<file path="src/rtl/contador_updown_bcd_param.sv">
// Modulo-MOD up/down counter with 2-digit BCD decode and carry/borrow pulses for chaining time fields.
// Latency: a step or load sampled at a clock edge is visible on q at that same edge; digits follow q combinationally.
// Backpressure: none; steps are ignored while en_count is low, and load always wins over a step.
//
// Optional feature macro: CONTADOR_AUTOREPEAT_EN (auto-repeat while a single button is held).
//
// Ports:
//   clk, reset         system clock; synchronous active-high reset
//   en_count           step enable (load is not gated by it)
//   up, down           debounced level requests; each rising edge gives one step
//   load, load_val     synchronous load, clamped to MOD-1
//   q                  binary count, always within 0..MOD-1 after reset
//   digit1, digit0     BCD tens / units of q
//   carry, borrow      one-cycle pulses on up-wrap (MOD-1 -> 0) / down-wrap (0 -> MOD-1)

module contador_updown_bcd_param #(
    parameter int MOD          = 60,
    parameter int N            = 7,
    parameter int PRESCALE     = 12_500_000,
    parameter int REPEAT_DELAY = 4
) (
    input  logic         clk,
    input  logic         reset,
    input  logic         en_count,
    input  logic         up,
    input  logic         down,
    input  logic         load,
    input  logic [N-1:0] load_val,
    output logic [N-1:0] q,
    output logic [3:0]   digit1,
    output logic [3:0]   digit0,
    output logic         carry,
    output logic         borrow
);

    localparam logic [N-1:0] Q_MAX = N'(MOD - 1);

    // An illegal parameter set elaborates this named marker block, so it is
    // visible in the elaborated hierarchy of any build that gets it wrong.
    if (MOD < 2 || MOD > 100 || (64'd1 << N) < 64'(MOD) ||
        PRESCALE < 1 || REPEAT_DELAY < 1) begin : g_illegal_params
    end

    // ------------------------------------------------------------------
    // Edge detection. The history registers clear in reset, so a button
    // held through reset release reads as a fresh press on the first cycle.
    // ------------------------------------------------------------------
    logic up_d;
    logic down_d;
    logic up_tick;
    logic down_tick;
    logic edge_step;

    assign up_tick   = up & ~up_d;
    assign down_tick = down & ~down_d;
    // Both edges together cancel out: no step at all.
    assign edge_step = en_count & (up_tick ^ down_tick);

    // ------------------------------------------------------------------
    // Auto-repeat
    // ------------------------------------------------------------------
    logic rep_step;
    logic rep_up;

`ifdef CONTADOR_AUTOREPEAT_EN
    localparam int PW = (PRESCALE > 1) ? $clog2(PRESCALE) : 1;
    localparam int HW = (REPEAT_DELAY > 1) ? $clog2(REPEAT_DELAY) : 1;
    localparam logic [PW-1:0] PRE_LAST  = PW'(PRESCALE - 1);
    localparam logic [HW-1:0] HOLD_LAST = HW'(REPEAT_DELAY - 1);

    logic [PW-1:0] pre_cnt;
    logic [HW-1:0] hold_cnt;
    logic          holding;

    // Exactly one button held, counting enabled, and no load overriding.
    assign holding = en_count & (up ^ down) & ~load;
    assign rep_up  = up;

    // hold_cnt saturates at HOLD_LAST: once the initial delay has elapsed,
    // every prescaler wrap produces a repeat step.
    assign rep_step = holding & ~edge_step &
                      (pre_cnt == PRE_LAST) & (hold_cnt == HOLD_LAST);

    always_ff @(posedge clk) begin
        if (reset || !holding || edge_step) begin
            // The edge step restarts timing so the first repeat lands
            // REPEAT_DELAY*PRESCALE cycles after it.
            pre_cnt  <= '0;
            hold_cnt <= '0;
        end else if (pre_cnt == PRE_LAST) begin
            pre_cnt <= '0;
            if (hold_cnt != HOLD_LAST) begin
                hold_cnt <= hold_cnt + 1'b1;
            end
        end else begin
            pre_cnt <= pre_cnt + 1'b1;
        end
    end
`else
    assign rep_step = 1'b0;
    assign rep_up   = 1'b0;
`endif

    // ------------------------------------------------------------------
    // Count register: reset > load > step > hold
    // ------------------------------------------------------------------
    logic do_step;
    logic step_up;

    assign do_step = ~load & (edge_step | rep_step);
    assign step_up = edge_step ? up_tick : rep_up;

    always_ff @(posedge clk) begin
        if (reset) begin
            q      <= '0;
            carry  <= 1'b0;
            borrow <= 1'b0;
            up_d   <= 1'b0;
            down_d <= 1'b0;
        end else begin
            up_d   <= up;
            down_d <= down;
            carry  <= 1'b0;
            borrow <= 1'b0;
            if (load) begin
                q <= (load_val > Q_MAX) ? Q_MAX : load_val;
            end else if (do_step) begin
                if (step_up) begin
                    if (q == Q_MAX) begin
                        q     <= '0;
                        carry <= 1'b1;
                    end else begin
                        q <= q + 1'b1;
                    end
                end else begin
                    if (q == '0) begin
                        q      <= Q_MAX;
                        borrow <= 1'b1;
                    end else begin
                        q <= q - 1'b1;
                    end
                end
            end
        end
    end

    // ------------------------------------------------------------------
    // BCD decode; q never exceeds 99 because MOD is at most 100.
    // ------------------------------------------------------------------
    logic [31:0] q_ext;

    assign q_ext  = 32'(q);
    assign digit1 = 4'(q_ext / 32'd10);
    assign digit0 = 4'(q_ext % 32'd10);

endmodule

</file>
<file path="config.mk">
export PLATFORM = sky130hd
export DESIGN_NAME = contador_updown_bcd_param
export DESIGN_NICKNAME = d
export VERILOG_FILES = /design/src/rtl/contador_updown_bcd_param.sv
export SDC_FILE = /design/constraint.sdc
export NUM_CORES = 1
export LEC_CHECK = 0
export BUFFER_PORTS_ARGS = -buffer_cell sky130_fd_sc_hd__buf_2
export CELL_PAD_IN_SITES_DETAIL_PLACEMENT = 0
export CELL_PAD_IN_SITES_GLOBAL_PLACEMENT = 2
export CORE_UTILIZATION = 32
export DETAILED_ROUTE_END_ITERATION = 8
export MAX_ROUTING_LAYER = met4
export PLACE_DENSITY = 0.88
export SETUP_SLACK_MARGIN = 0.1
export SYNTH_ARGS = -nofsm -noshare
export SYNTH_HDL_FRONTEND = slang
export SYNTH_SLANG_ARGS = --single-unit
</file>
<file path="constraint.sdc">
create_clock -name clk -period 5.15 [get_ports clk]
set_clock_uncertainty 0.1 [all_clocks]
set_input_delay 1.03 -clock clk [delete_from_list [all_inputs] [get_ports clk]]
set_output_delay 1.03 -clock clk [all_outputs]
set_load 0.01 [all_outputs]
</file>
==> results of run 1 <==
## synthesized netlist by cell type (6+ instances only)
| library cell | instances |
|---|---|
| a21oi_1 | 10 |
| clkbuf_1 | 6 |
| dfxtp_1 | 11 |
| inv_1 | 8 |
| nand2_1 | 8 |
| nand3_1 | 9 |
| nor2_1 | 12 |
| nor2b_1 | 11 |
| nor3_1 | 7 |
| o21ai_0 | 6 |
| xnor2_1 | 6 |
## cells in the final DEF, fill, tap and decap left out, types with 2 or more instances in the layout
cell	Yosys	layout
a2111oi_0	2	2
o21ai_1	3	3
a221oi_1	2	2
ha_1	5	5
nand2_1	8	8
xnor2_1	6	6
o21ai_0	6	6
o21a_1	2	2
nand2b_1	4	4
nor3b_1	2	2
nor2_1	12	12
dfxtp_1	11	11
a2111o_1	2	2
nor2b_1	11	11
a31oi_1	2	2
nor3_1	7	7
inv_1	8	8
o21bai_1	2	2
or3_1	3	3
a21oi_1	10	10
or3b_1	2	2
buf_2	5	29
nor4_1	2	2
a211oi_1	4	4
nand3_1	9	9
o31ai_1	5	5
clkbuf_8	0	3
and3_1	3	3
## flip-flops by register name, indices dropped and copies added, names as in the netlist
signal / cells
up_d: 1
down_d: 1
carry: 1
borrow: 1
q: 7
## power breakdown
part / leakage (nW) / internal [mW] / total [mW] / switching, mW
combinational: 0.483 / 0.0636 / 0.140 / 0.0767
clock: 0.0228 / 0.0547 / 0.0921 / 0.0374
sequential: 0.0908 / 0.0905 / 0.108 / 0.0180
total: 0.596 / 0.209 / 0.341 / 0.132
## metal layers
layer	vias to the layer above	GRT usage [%]	share of wire, %
met5	-	-	0
met4	0	3.26	0.59
met3	4	3.47	6.4
met2	51	26.0	45
met1	648	24.9	48
li1	679	-	-
## worst max-delay path by stage
stage	end	depth (start not counted)	from	slack (ps)
4_1_cts	digit0[1]	10	q[4]	790
5_1_grt	digit0[1]	10	q[4]	540
6_report	digit0[1]	10	q[4]	750
3_3_place_gp	digit0[1]	10	q[4]	1230
2_1_floorplan	digit0[1]	9	q[4]	1560
3_5_place_dp	digit0[1]	10	q[4]	1080
## worst register-to-register path: cells and delay by family, from the launching register on
kind / cells / cell delay (ps)
and+or+nand+nor: 3 / 880
AOI/OAI and AO/OA: 3 / 760
DFF: 1 / 510
## kinds of logic after synthesis
kind of cell,count (synthesis)
AND/OR/NAND/NOR,71
AO/OA/AOI/OAI,55
XOR/XNOR,7
adder cells (fa/ha/maj),6
flip-flops,11
buffers and inverters,21
## layout make-up
cell class | instances | area (µm²)
Clock buffer | 4 | 45.0
Multi-Input combinational cell | 139 | 962
Sequential cell | 11 | 220
Fill cell | 420 | 2280
Timing Repair Buffer | 29 | 145
Inverter | 8 | 30.0
Tap cell | 48 | 60.1
==> reports/metrics.yaml, run 1 <==
outcome:
  result_of_the_run: "finished, final reports clean"
cts:
  tritoncts: "done"
  insertion_delay_ps: 240
  ctsLongestPathBuffers: 2
  numCtsBuffers: 3
  cts_setup_buffers: 0
  cts_resized: 0
  cts.sink_count: 11
  cts_hold_repair.buffers: 0
  ctsHtreeMaxLevel: 1
  clk_pin_slew_worst_paths_ps: 60
  cts.root.buffer_cell: "clkbuf_8"
logic_synthesis:
  synth_area_um2: 1280
  synth_top_area_cell: "dfxtp_1"
  syn_avg_cell_area_um2: 7.48
  share_of_the_synthesized_netlist_area_taken_by_xor_and_xnor_gates_pct: 5.38
  synth_top_family_by_area: "compound AO/OA/AOI/OAI gates"
  synth_cell_type_count: 55
  synth-edff-count: 0
  netlist_top_cells_area: "dfxtp_1 (17%), nor2b_1 (5.4%), ha_1 (4.9%)"
  synth_adder_area_share_pct: 5.68
  async_sr_flop_fraction_pct: 0
  ys_ff_latch: 11
  synth.area.mux_share_pct: 0
  yosys.area.top_type_share_pct: 17.2
  synth_compound_area_share_pct: 33.1
  netlist_instances: 171
  yosysSeqAreaShare_pct: 17.2
  synth_flop_cell: "dfxtp_1"
  synthesis.nets: 189
  synth_area_in_simple_gates_pct: 31.1
  ys.warnings.count: 0
grt:
  grt_pass1_vias: 1174
  largest_net_degree_at_the_start_of_global_routing: 25
  grt_first_pass_wirelength_um: 5780
  gr-usage-all-layers_pct: 17.6
  grt_overflow: 0
  grt_antenna_before_repair: 0
worst_hold_path:
  start_point_of_the_worst_min_delay_path: "up_d"
  hold_class: "flip-flop to flip-flop"
  whs_path_depth: 1
  timing.hold.worst_endpoint: "carry"
timing:
  hold-worst-slack_ps: 322
  worst_pin_slew_ps: 661
  slew_viol_final: 0
  hold_viol: 0
  setup_viol_count_final: 0
  aggregate_negative_setup_slack_ps: 0
  grt_setup_unrepaired: "false"
  worst_slack_ps: 750
  max_freq_mhz: 227
  period_minus_slack_ps: 4400
  slew_headroom_pct: 55.8
  timing.final.crit_share_pct: 85.4
worst_setup_path:
  timing.critical_path.buf_inv: 2
  r2r.worst_path.cells: 6
  rrSetupSlack_ps: 2790
  crit_path_start_kind: "flip-flop"
  crit_fanout: 17
  cp_data_arrival_time_ps: 3270
  cp_data_required_time_ps: 4020
  path_class: "flip-flop to output pin"
  worst_path_dominant_cell_family: "simple AND/OR/NAND/NOR gates"
  slowest_delay_ps: 470
  crit-reg2reg-launch: "q[3]"
  end_kind: "output pin"
  critPathSlowestCell: "dfxtp_1"
  r2r_end: "q[5]"
  cell_breakdown_of_the_critical_path: "nor2_1, inv_1, ha_1, nand2b_1, o21a_1, o31ai_1, nor2b_1, or3_4, xnor2_2, buf_2"
route:
  via_count: 1382
  detail_route.first_pass.iterations: 4
  ant_nets: 0
  initial_drc_count: 76
  routed_wire_length_per_instance_um: 14.8
  drc_violation_count_after_routing: 0
  vias_per_cell: 5.78
  wl_um: 3540
pwr:
  totalPowerFinal_mw: 0.341
  power.static_leakage_nw: 0.596
  power.ir.vdd_worst_mv: 0.105
  power.density_cell_area_nw_per_um2: 233
floorplan:
  core_area_um2: 3740
  floorplan.die_area_um2: 4250
  die_h_um: 65.2
  top_level_ports: 30
  placement_rows: 22
  chipWidth_um: 65.2
  initial_core_utilization_pct: 34.2
placed_design:
  port-buffer-count: 29
  placement.setup.worst_slack_ps: 1080
  area_after_detailed_placement_um2: 1420
  dpl.cell_count: 235
  globalplace.congestion: 0.802
  dp_hpwl_um: 2620
run:
  maxCapViolations: 0
final_layout:
  finish.cell_count_without_fillers: 239
  layout.nets: 210
  layout-area-overhead-vs-synth_pct: 14.4
  layout.cell_area.non_filler_um2: 1460
  insertedDiodeCount: 0
  post_route_cells_drive_above_1_share_pct: 19.9
  final_util_pct: 39.1
No activity file was read; power rests on OpenSTA's default activity.
==> run 2, diff against run 1 <==
- ABC_CLOCK_PERIOD_IN_PS: unset -> 5150
- CORE_ASPECT_RATIO: unset -> 0.75
- CTS_CLUSTER_DIAMETER: unset -> 200
==> run 2 against run 1 <==
Effect of this change: non-clock buffer count stayed put; utilization is 0.25 points higher; hold slack better by 12 ps; sequential power hardly changed; cell count is 1.7% higher; power is 0.50% lower; routed wire length is 3.9% higher; maximum frequency is 2.2% higher; die area hardly changed; clock power is 3.0% lower; count of clock-buffer cells in the layout stayed put.
==> reports/metrics.yaml, run 2 (synthesis results as in run 1) <==
outcome:
  result_of_the_run: "finished, final reports clean"  # unchanged
final_layout:
  layout.cell_area.non_filler_um2: 1470  # was 1460 µm²
  layout.cells.most_common: "buf_2"  # unchanged
  post_route_cells_drive_above_1_share_pct: 19.9  # unchanged
  leading_cell_types_in_the_layout_fill_and_taps_excluded: "buf_2 (29), nor2_1 (12), nor2b_1 (11), dfxtp_1 (11), a21oi_1 (10)"  # unchanged
  layout.nets: 210  # unchanged
  regMostFlops: "q"  # unchanged
  layout-area-overhead-vs-synth_pct: 14.8  # was 14.4%
  max_ffs_per_register: 7  # unchanged
  final_util_pct: 39.3  # was 39.1%
  insertedDiodeCount: 0  # unchanged
cts:
  ctsHtreeMaxLevel: 1  # unchanged
  tritoncts: "done"  # unchanged
  cts.root.buffer_cell: "clkbuf_8"  # unchanged
  cts.sink_count: 11  # unchanged
  ctsLongestPathBuffers: 2  # unchanged
  insertion_delay_ps: 240  # about the same
  clk_pin_slew_worst_paths_ps: 50  # was 60 ps
  numCtsBuffers: 3  # unchanged
  cts_setup_buffers: 0  # unchanged
  cts_hold_repair.buffers: 0  # unchanged
  cts_resized: 0  # unchanged
worst_setup_path:
  end_kind: "output pin"  # unchanged
  cp_data_arrival_time_ps: 3180  # was 3270 ps
  crit_fanout: 16  # was 17
  cp_data_required_time_ps: 4020  # about the same
  path_class: "flip-flop to output pin"  # unchanged
  crit_path_start_kind: "flip-flop"  # unchanged
timing:
  max_freq_mhz: 232  # was 227 MHz
  setup_viol_count_final: 0  # unchanged
  period_minus_slack_ps: 4310  # was 4400 ps
  grt_setup_unrepaired: "false"  # unchanged
  slew_headroom_pct: 54.1  # was 55.8%
  aggregate_negative_setup_slack_ps: 0  # unchanged
  slew_viol_final: 0  # unchanged
  worst_pin_slew_ps: 688  # was 661 ps
  timing.final.crit_share_pct: 83.6  # was 85.4%
  hold_viol: 0  # unchanged
grt:
  largest_net_degree_at_the_start_of_global_routing: 25  # unchanged
  grt_first_pass_wirelength_um: 6240  # was 5780 µm
  gr-usage-all-layers_pct: 19.6  # was 17.6%
  grt-busiest-layer: "met1"  # was met2
  grt_pass1_vias: 1277  # was 1174
  gr_met2_demand_resource_pct: 27.5  # was 26.0%
  use_met1_pct: 28.6  # was 24.9%
  grt_antenna_before_repair: 0  # unchanged
  use_met3_pct: 3.41  # was 3.47%
  grt_overflow: 0  # unchanged
placed_design:
  dp_hpwl_um: 2730  # was 2620 µm
  area_after_detailed_placement_um2: 1420  # about the same
  globalplace.congestion: 0.911  # was 0.802
  port-buffer-count: 29  # unchanged
route:
  detail_route.first_pass.iterations: 4  # unchanged
  initial_drc_count: 107  # was 76
  routed_wire_length_per_instance_um: 15.1  # was 14.8 µm
  vias_per_cell: 5.74  # was 5.78
  ant_nets: 0  # unchanged
  drc_violation_count_after_routing: 0  # unchanged
  via_count: 1395  # was 1382
  wl_um: 3680  # was 3540 µm
floorplan:
  placement_rows: 19  # was 22
  initial_core_utilization_pct: 34.3  # was 34.2%
  core_area_um2: 3730  # was 3740 µm²
  chipWidth_um: 75.0  # was 65.2 µm
  die_h_um: 56.7  # was 65.2 µm
  top_level_ports: 30  # unchanged
  floorplan.die_area_um2: 4260  # was 4250 µm²
worst_hold_path:
  hold_class: "flip-flop to flip-flop"  # unchanged
pwr:
  totalPowerFinal_mw: 0.339  # was 0.341 mW
  power.density_cell_area_nw_per_um2: 231  # was 233 nW/µm²
  power.static_leakage_nw: 0.596  # unchanged
  power.ir.vdd_worst_mv: 0.106  # was 0.105 mV
run:
  maxCapViolations: 0  # unchanged
run 2: per-layer routing:
layer | wire length, µm | share of wire (%) | up-vias
li1 | - | - | 686
met1 | 1790 | 49 | 665
met2 | 1690 | 46 | 42
met3 | 196 | 5.3 | 2
met4 | 8 | 0.22 | 0
met5 | 0 | 0 | -
run 2: final timing paths:
path	start	end	slack, ps	cells past startpoint
worst max-delay path	q[5]	digit0[1]	840	10
worst min-delay path	up_d	carry	330	1
worst max register to register	q[1]	q[0]	2750	7
worst min register to register	up_d	carry	330	1
run 2: area by class of cell:
type	instances	area, µm²
Sequential cell	11	220
Clock buffer	4	45.0
Multi-Input combinational cell	139	962
Tap cell	52	65.1
Timing Repair Buffer	29	145
Fill cell	407	2260
Inverter	8	30.0
run 2: metrics by stage:
step,std cells,setup WS [ps],hold WS [ps]
3_5_place_dp,239,1110,313
5_1_grt,243,570,349
3_3_place_gp,239,1260,315
4_1_cts,243,848,331
2_1_floorplan,171,1560,300
6_report,243,844,333
run 2: worst max-delay path, stage by stage (launching register included):
cell and delay, ps:
dfxtp_1 470, nor2_1 330, inv_1 100, ha_1 310
nand2b_1 230, o21a_1 250, o31ai_1 450, nor2b_1 130
or3_4 410, xnor2_2 130, buf_2 140
run 2: power by group:
group          leakage [nW]  total, mW  switching, mW  internal [mW]
sequential           0.0908      0.109         0.0182         0.0906
combinational         0.483      0.141         0.0774         0.0636
clock                0.0228     0.0893         0.0347         0.0545
total                 0.596      0.339          0.130          0.209
